**src/rtl/lcd_hd44780_reader.sv**
```systemverilog
// rtl/lcd_hd44780_reader.sv - HD44780 8-bit bus read engine (optional busy polling via LCD_READER_BUSY_POLL_EN)
module lcd_hd44780_reader #(
   parameter int T_SETUP   = 3,
   parameter int T_EN_HIGH = 15,
   parameter int T_EN_LOW  = 15,
   parameter int MAX_POLLS = 1000
) (
   input  logic       clk,
   input  logic       rst_n,
   input  logic       rd_req,
   input  logic       rd_rs,
   output logic       rd_ready,
   output logic       rd_valid,
   output logic [7:0] rd_data,
   output logic       rd_busy_flag,
   output logic [6:0] rd_addr,
   output logic       rd_timeout,
   output logic       lcd_en,
   output logic       lcd_rw,
   output logic       lcd_rs,
   output logic       lcd_data_oe,
   input  logic [7:0] lcd_data_in
);

   localparam int T_MAX0 = (T_SETUP > T_EN_HIGH) ? T_SETUP : T_EN_HIGH;
   localparam int T_MAX  = (T_MAX0 > T_EN_LOW) ? T_MAX0 : T_EN_LOW;
   localparam int CNT_W  = (T_MAX > 1) ? $clog2(T_MAX) : 1;

   localparam logic [CNT_W-1:0] LD_SETUP   = CNT_W'(T_SETUP - 1);
   localparam logic [CNT_W-1:0] LD_EN_HIGH = CNT_W'(T_EN_HIGH - 1);
   localparam logic [CNT_W-1:0] LD_EN_LOW  = CNT_W'(T_EN_LOW - 1);

   // A zero-length phase would break the down-counter timing
   if (T_SETUP < 1 || T_EN_HIGH < 1 || T_EN_LOW < 1 || MAX_POLLS < 1) begin : g_param_check
      $error("lcd_hd44780_reader: all timing parameters and MAX_POLLS must be >= 1");
   end

   typedef enum logic [2:0] {
      S_IDLE,
      S_SETUP,
      S_EN_HIGH,
      S_HOLD,
      S_DONE
   } state_t;

   state_t           state_q, state_d;
   logic [CNT_W-1:0] cnt_q, cnt_d;
   logic [7:0]       sample_q, sample_d;
   logic             lcd_en_q, lcd_en_d;
   logic             lcd_rw_q, lcd_rw_d;
   logic             lcd_rs_q, lcd_rs_d;
   logic             lcd_data_oe_q, lcd_data_oe_d;
   logic             rd_ready_q, rd_ready_d;
   logic             rd_valid_q, rd_valid_d;
   logic [7:0]       rd_data_q, rd_data_d;
   logic             rd_busy_flag_q, rd_busy_flag_d;
   logic [6:0]       rd_addr_q, rd_addr_d;
   logic             rd_timeout_q, rd_timeout_d;
   logic             poll_again;

`ifdef LCD_READER_BUSY_POLL_EN
   localparam int PW = $clog2(MAX_POLLS + 1);
   logic [PW-1:0] polls_q, polls_d;

   // Busy-flag reads repeat while DB7 is set and the poll budget remains
   assign poll_again = !lcd_rs_q && sample_q[7] && (int'(polls_q) < MAX_POLLS);
`else
   assign poll_again = 1'b0;
`endif

   // Next-state, phase counter and registered-output computation
   always_comb begin
      state_d        = state_q;
      cnt_d          = cnt_q;
      sample_d       = sample_q;
      lcd_rs_d       = lcd_rs_q;
      rd_data_d      = rd_data_q;
      rd_busy_flag_d = rd_busy_flag_q;
      rd_addr_d      = rd_addr_q;
      rd_timeout_d   = rd_timeout_q;
`ifdef LCD_READER_BUSY_POLL_EN
      polls_d        = polls_q;
`endif
      case (state_q)
         S_IDLE: begin
            if (rd_req && rd_ready_q) begin
               state_d  = S_SETUP;
               cnt_d    = LD_SETUP;
               lcd_rs_d = rd_rs;
`ifdef LCD_READER_BUSY_POLL_EN
               polls_d  = PW'(1);
`endif
            end
         end
         S_SETUP: begin
            if (cnt_q == '0) begin
               state_d = S_EN_HIGH;
               cnt_d   = LD_EN_HIGH;
            end else begin
               cnt_d = cnt_q - 1'b1;
            end
         end
         S_EN_HIGH: begin
            if (cnt_q == '0) begin
               // Capture the bus on the edge that also drops EN
               state_d  = S_HOLD;
               cnt_d    = LD_EN_LOW;
               sample_d = lcd_data_in;
            end else begin
               cnt_d = cnt_q - 1'b1;
            end
         end
         S_HOLD: begin
            if (cnt_q != '0) begin
               cnt_d = cnt_q - 1'b1;
            end else if (poll_again) begin
               state_d = S_SETUP;
               cnt_d   = LD_SETUP;
`ifdef LCD_READER_BUSY_POLL_EN
               polls_d = polls_q + 1'b1;
`endif
            end else begin
               state_d        = S_DONE;
               rd_data_d      = sample_q;
               rd_busy_flag_d = !lcd_rs_q && sample_q[7];
               rd_addr_d      = lcd_rs_q ? 7'd0 : sample_q[6:0];
`ifdef LCD_READER_BUSY_POLL_EN
               rd_timeout_d   = !lcd_rs_q && sample_q[7];
`else
               rd_timeout_d   = 1'b0;
`endif
            end
         end
         S_DONE: begin
            state_d  = S_IDLE;
            lcd_rs_d = 1'b0;
         end
         default: begin
            state_d  = S_IDLE;
            lcd_rs_d = 1'b0;
         end
      endcase
      // Bus and handshake outputs follow the next state so they are registered
      lcd_en_d      = (state_d == S_EN_HIGH);
      lcd_rw_d      = (state_d != S_IDLE);
      lcd_data_oe_d = !lcd_rw_d;
      rd_ready_d    = (state_d == S_IDLE);
      rd_valid_d    = (state_d == S_DONE);
   end

   // State and output registers; reset drops EN immediately
   always_ff @(posedge clk or negedge rst_n) begin
      if (!rst_n) begin
         state_q        <= S_IDLE;
         cnt_q          <= '0;
         sample_q       <= 8'd0;
         lcd_en_q       <= 1'b0;
         lcd_rw_q       <= 1'b0;
         lcd_rs_q       <= 1'b0;
         lcd_data_oe_q  <= 1'b1;
         rd_ready_q     <= 1'b1;
         rd_valid_q     <= 1'b0;
         rd_data_q      <= 8'd0;
         rd_busy_flag_q <= 1'b0;
         rd_addr_q      <= 7'd0;
         rd_timeout_q   <= 1'b0;
`ifdef LCD_READER_BUSY_POLL_EN
         polls_q        <= '0;
`endif
      end else begin
         state_q        <= state_d;
         cnt_q          <= cnt_d;
         sample_q       <= sample_d;
         lcd_en_q       <= lcd_en_d;
         lcd_rw_q       <= lcd_rw_d;
         lcd_rs_q       <= lcd_rs_d;
         lcd_data_oe_q  <= lcd_data_oe_d;
         rd_ready_q     <= rd_ready_d;
         rd_valid_q     <= rd_valid_d;
         rd_data_q      <= rd_data_d;
         rd_busy_flag_q <= rd_busy_flag_d;
         rd_addr_q      <= rd_addr_d;
         rd_timeout_q   <= rd_timeout_d;
`ifdef LCD_READER_BUSY_POLL_EN
         polls_q        <= polls_d;
`endif
      end
   end

   assign rd_ready     = rd_ready_q;
   assign rd_valid     = rd_valid_q;
   assign rd_data      = rd_data_q;
   assign rd_busy_flag = rd_busy_flag_q;
   assign rd_addr      = rd_addr_q;
   assign rd_timeout   = rd_timeout_q;
   assign lcd_en       = lcd_en_q;
   assign lcd_rw       = lcd_rw_q;
   assign lcd_rs       = lcd_rs_q;
   assign lcd_data_oe  = lcd_data_oe_q;

endmodule

```
**config.mk**
```make
export PLATFORM = sky130hd
export DESIGN_NAME = lcd_hd44780_reader
export DESIGN_NICKNAME = d
export VERILOG_FILES = /design/src/rtl/lcd_hd44780_reader.sv
export SDC_FILE = /design/constraint.sdc
export NUM_CORES = 1
export LEC_CHECK = 0
export BUFFER_PORTS_ARGS = -buffer_cell sky130_fd_sc_hd__buf_4
export CAP_MARGIN = 10
export CORE_MARGIN = 3
export CORE_UTILIZATION = 30
export DETAILED_ROUTE_END_ITERATION = 8
export PLACE_DENSITY_LB_ADDON = 0.3
export SLEW_MARGIN = 40
export SYNTH_ARGS = -nofsm -noshare
export SYNTH_HDL_FRONTEND = slang
export SYNTH_SLANG_ARGS = --single-unit
```
**constraint.sdc**
```tcl
create_clock -name clk -period 1.9 [get_ports clk]
set_input_delay 0.19 -clock clk [delete_from_list [all_inputs] [get_ports clk]]
set_output_delay 0.19 -clock clk [all_outputs]
set_load 0.03 [all_outputs]
```
# Word-level counts from Yosys, hierarchy flattened
# Index checks and enable logic that the tools add are counted.
# Widths: inputs -> output; s select.
[totals]
reg_bits = 37
output_inout_bits = 23
inputBits = 12
[op_classes]
n_mux = 12
n_bitwise = 2
eq_ne = 7
reduce_logical = 16
n_addsub = 1
[op_table]
columns = ["operator", "n"]
rows = [
  ["$mux 3", 4],
  ["$mux 4", 3],
  ["$pmux 3 s4", 1],
  ["$pmux 4 s3", 1],
  ["$eq 3x2->1 const B", 3],
  ["$mux 7", 1],
  ["$logic_not 3->1", 2],
  ["$reduce_and 2->1", 3],
  ["$reduce_bool 3->1", 2],
  ["$logic_not 4->1", 1],
  ["$ne 2x2->1 const B", 2],
  ["$reduce_bool 4->1", 1],
  ["$sub 4x1->4 const B", 1],
  ["$eq 3x1->1 const B", 1],
  ["$eq 3x3->1 const B", 1],
  ["$reduce_and 3->1", 1],
  ["$reduce_or 3->1", 1],
  ["$logic_and 1x1->1", 2],
  ["$logic_not 1->1", 2],
  ["$not 1->1", 2],
  ["$pmux 1 s2", 1],
  ["$reduce_or 2->1", 1],
  ["$mux 1", 1],
]

# Depth between registers and ports, before layout
[logic_depth]
word_depth = 5
ltp_mapped = 7

# Least setup slack after synthesis
# OpenSTA, ideal clock, no wires.
[synth_path]
path_type = "register -> register"
start = "reg cnt_q[0]"
end = "reg cnt_q[3]"
required_ns = 1.835
stages_incl_launch_ff = 7
setup_slack_ns = 0.251
n_path_buf = 0
setup_time_ns = 0.065
arrival_time_ns = 1.584
cell_sequence = "dfrtp_1 -> inv_1 -> ha_1 -> or3b_2 -> nor3_1 -> o21a_1 -> o22a_1"
[synth_via]
elab_chain_len = 3
elab_cells_between_ends = 8
classes_between = "add/sub (1); eq/ne (1); mux (3); reduce/logical (3)"
[synth_rtl]
columns = ["element", "line_no", "rtl"]
rows = [
  ["start, declared", "47", "logic [CNT_W-1:0] cnt_q, cnt_d;"],
  ["start signal, assigned", "172", "cnt_q <= cnt_d;"],
  ["$sub 4x1->4, or another cell as far along", "100, 110, 115", ""],
  ["$mux 4, or another cell as far along", "114", "if (cnt_q != '0) begin"],
  ["$pmux 4 s3 / $reduce_and 3->1 (equally long branches)", "n/a", ""],
]
# Several ways; a longest one is shown, not always the timed one. The select of a mux whose other input is x is not followed.
# A chain may end at the register's enable or synchronous reset.

# Final worst setup path
# Same ends and word-level chain as after synthesis.

==> impl_summary.log <==
[metrics] outcome: finished clean
[metrics] VDD IR max: about 1000 µV
[metrics] max cap viols: 0
[metrics] static leakage: between 0.9 and 1 nW
[metrics] filler-free cell count of the finished design: between 200 and 250
[metrics] Hold Crit Class: input pin to flip-flop
[metrics] final core utilization: roughly two fifths
[metrics] total wire length: 3.16 mm
[metrics] critical path cell sequence: inv_1, ha_1, or3b_2, nor3_2, o21a_1, o22a_1
[metrics] CTS sink count: 36
[metrics] # port buffers: 33
[metrics] fraction of synthesis flops using an asynchronous set or reset pin: 100%
[metrics] library cell contributing the largest single delay on the critical path: or3b_2
[metrics] hold violation total from the final report: 0
[metrics] routed wire length per instance: roughly 14 µm
[metrics] Required @ worst endpoint: between 2 and 2.5 ns
[metrics] synth-to-layout area growth: 28.9%
[metrics] cell with the most instances after synthesis: dfrtp_1
[metrics] global-route usage over all layers: between 10 and 15%
[metrics] Final nets: roughly 180
[metrics] Net Count, Synth: around 140
[metrics] post-synthesis instance area: 1560 µm²
[metrics] Crit. End Element: flip-flop
[metrics] sequential element share of the synthesized area: between 50% and 60%
[metrics] CP Buf/Inv Count: 1
[metrics] Setup Crit Path Kind: flip-flop to flip-flop
[metrics] global route total overflow: 0
[metrics] final setup margin: ~0.12 ns
[metrics] part of the total power dissipated in the clock network: between 15 and 20%
[metrics] share of layout cells above drive strength 1: between 40% and 50%
[metrics] Highest Clock Rate: 561 MHz
[metrics] mean area per synthesized cell: around 12 µm²
[metrics] placeable core region: roughly 4900 µm²
[metrics] WP data arrival: around 2 ns
[metrics] via count of the routed design: between 1,000 and 1,500
[metrics] global-route wire length before repair: approximately 5.2 mm
[metrics] detailed-route DRC error count: 0
[metrics] antenna diode count: 0
[metrics] Internal: ~2.3 mW
[metrics] synth top area cells: dfrtp_1 (56%), mux2_2 (10%), nand2b_1 (3.2%)
[metrics] DRT iter0 DRCs: just over 50
[metrics] boundary pin count: 35
[metrics] worst slack after detailed placement: about 0.056 ns
[metrics] power share of the sequential group: 38.1%
[metrics] pin count of the biggest net entering global routing: 37
[metrics] clock tree from TritonCTS: built
[metrics] Sw Share: between 40% and 50%
[metrics] crit-path leading delay family: simple AND/OR/NAND/NOR gates
[metrics] Most used DFF post-synth: dfrtp_1
[metrics] antenna violations before repair: 0
[metrics] gpl congestion: roughly 0.75
[metrics] horizontal extent of the die: a little under 80 µm
[metrics] final setup fails: 0
[metrics] count of mapped cells out of synthesis: 126
[metrics] Max Fanout on Critical Path: 5
[metrics] Synthesis Warnings: 0
[metrics] register bit total from synthesis: 36
[metrics] Worst slew margin: roughly 63%
[metrics] switching power: between 1.5 and 2 mW
[metrics] clock tree root buffer cell: clkbuf_8
[metrics] clock network latency to the later pin of the worst-skew pair: 0.29 ns
[metrics] Min Clock Period, post-route: ~1.8 ns
[metrics] cts bufs inserted: 5
[metrics] maximum cell stage delay along the critical path: approximately 0.51 ns
[metrics] number of synthesized flops with an enable pin: 0
[metrics] y dimension of the die: 78.2 µm
[metrics] Final Skew: between 0.005 and 0.006 ns
[metrics] Clock H-tree levels: 2
[metrics] fin crit share: about 94%
[metrics] Rows: 25
[metrics] Power, Total: between 3 and 4 mW
[metrics] number of distinct library cells after synthesis: 32
[metrics] Slew @ Worst Pin: ~0.56 ns
[metrics] Yosys top cell area share: 56.0%
[metrics] final slew viol count: 0
[metrics] Setup crit start kind: flip-flop
[metrics] count of TritonRoute iterations in the first routing pass: 4
[metrics] cell types with the highest counts after synthesis: dfrtp_1 (35), mux2_2 (14), nand2_1 (11), o21ai_0 (10), nand2b_1 (8)
[metrics] post-detailed-placement half-perimeter wirelength: about 2.1 mm
[metrics] number of placed cells counting well taps: 220
[metrics] clock edge transition at the registers on the reported setup and hold paths: 0.08 ns
[metrics] Yosys top cell by area: dfrtp_1
[metrics] Comb power frac: 44.5%
[metrics] Cell Pwr Density: about 1900 nW/µm²
[metrics] initial standard-cell utilization of the core: 32.0%
[metrics] total die area: between 6000 and 7000 µm²
[metrics] vias per cell: ~4.6
[metrics] number of buffers on the longest clock path: 2
[metrics] number of nets with antenna violations after detailed routing: 0
[metrics] number of global-route vias before repair: between 1,000 and 1,500
-- per-stage QoR --
| stage | TNS, ns | hold WS [ns] | area (µm²) |
|---|---|---|---|
| after floorplan | 0 | -0.106 | 1560 |
| after global placement | 0 | 0.171 | 1850 |
| after detailed placement | 0 | 0.174 | 1850 |
| after CTS | 0 | 0.120 | 1970 |
| after global routing | -0.00432 | 0.111 | 2010 |
| final | 0 | 0.128 | 2010 |
-- cell type report --
type                    count  area, µm²
clock buffers               5       68.8
clock inverters             3       42.5
fillers                   484       2870
inverters                   6       22.5
multi-input cells          78        622
flip-flops and latches     36        902
well taps                  67       83.8
repair buffers             36        273
-- layout by cell type (no fill, tap or decap), drive strengths merged, types with 2 or more instances in the layout --
cell type  netlist  layout
a21oi            2       2
buf              6      35
clkbuf           1       5
dfrtp           35      35
inv              6       6
mux2            16      16
mux2i            2       2
nand2           11      11
nand2b           8       8
nand3            1       2
nand3b           2       2
nor2             6       6
nor3             4       4
o21a             2       2
o21ai           10      10
xnor2            2       2
-- kinds of logic (layout without fill, tap and decap cells) --
family | Yosys count | after routing | share of synthesized area, %
compound gates | 19 | 19 | 7.93
xor+xnor | 2 | 2 | 1.12
fa+ha+maj | 1 | 1 | 0.801
buf+inv | 13 | 50 | 4.72
flops | 36 | 36 | 57.7
mux | 18 | 18 | 13.3
other cells | 1 | 1 | 0.240
simple gates | 36 | 37 | 14.2
-- metal layers --
layer	global-route usage, %	wire [µm]	up-vias
met5	0	0	-
li1	-	-	497
met2	17.5	1510	30
met1	13.5	1390	523
met4	5.77	65	0
met3	3.78	190	7
-- power by group through the flow --
stage          combinational, mW  clock [mW]  sequential, mW
2_1_floorplan              0.857           0            1.73
3_3_place_gp                1.63           0            1.44
3_5_place_dp                1.67           0            1.46
4_1_cts                     1.67       0.688            1.45
5_1_grt                     1.86       0.733            1.52
6_report                    1.71       0.669            1.46
-- state kept, by name, summed over array words and instances (netlist names) --
register / count
state_q: 3
lcd_rs: 1
rd_valid: 1
cnt_q: 4
rd_addr: 7
rd_data: 8
sample_q: 8
lcd_en: 1
rd_busy_flag: 1
lcd_rw: 1
lcd_data_oe: 1
-- final timing paths --
check / from / end / slack [ns] / cells past startpoint
worst max-delay path: cnt_q[0]$_DFFE_PN0P_ / cnt_q[3]$_DFFE_PN0P_ / 0.12 / 6
worst min-delay path: lcd_data_in[3] / sample_q[3]$_DFFE_PN0P_ / 0.13 / 2
worst max register to register: cnt_q[0]$_DFFE_PN0P_ / cnt_q[3]$_DFFE_PN0P_ / 0.12 / 6
worst min register to register: rd_addr[4]$_DFFE_PN0N_ / rd_addr[4]$_DFFE_PN0N_ / 0.49 / 2
max in group asynchronous: rst_n / lcd_data_oe$_DFF_PN1_ / 1.17 / 2
min in group asynchronous: rst_n / lcd_en$_DFF_PN0_ / 0.39 / 2
-- repair_timing --
action | in CTS | in global routing
hold buffers | 1 | 0
setup endpoints to repair | 0 | 20
hold endpoints to repair | 35 | 0
buffers inserted | 0 | 1
resized for setup | 0 | 3
Power figures use the tool's default switching activity.
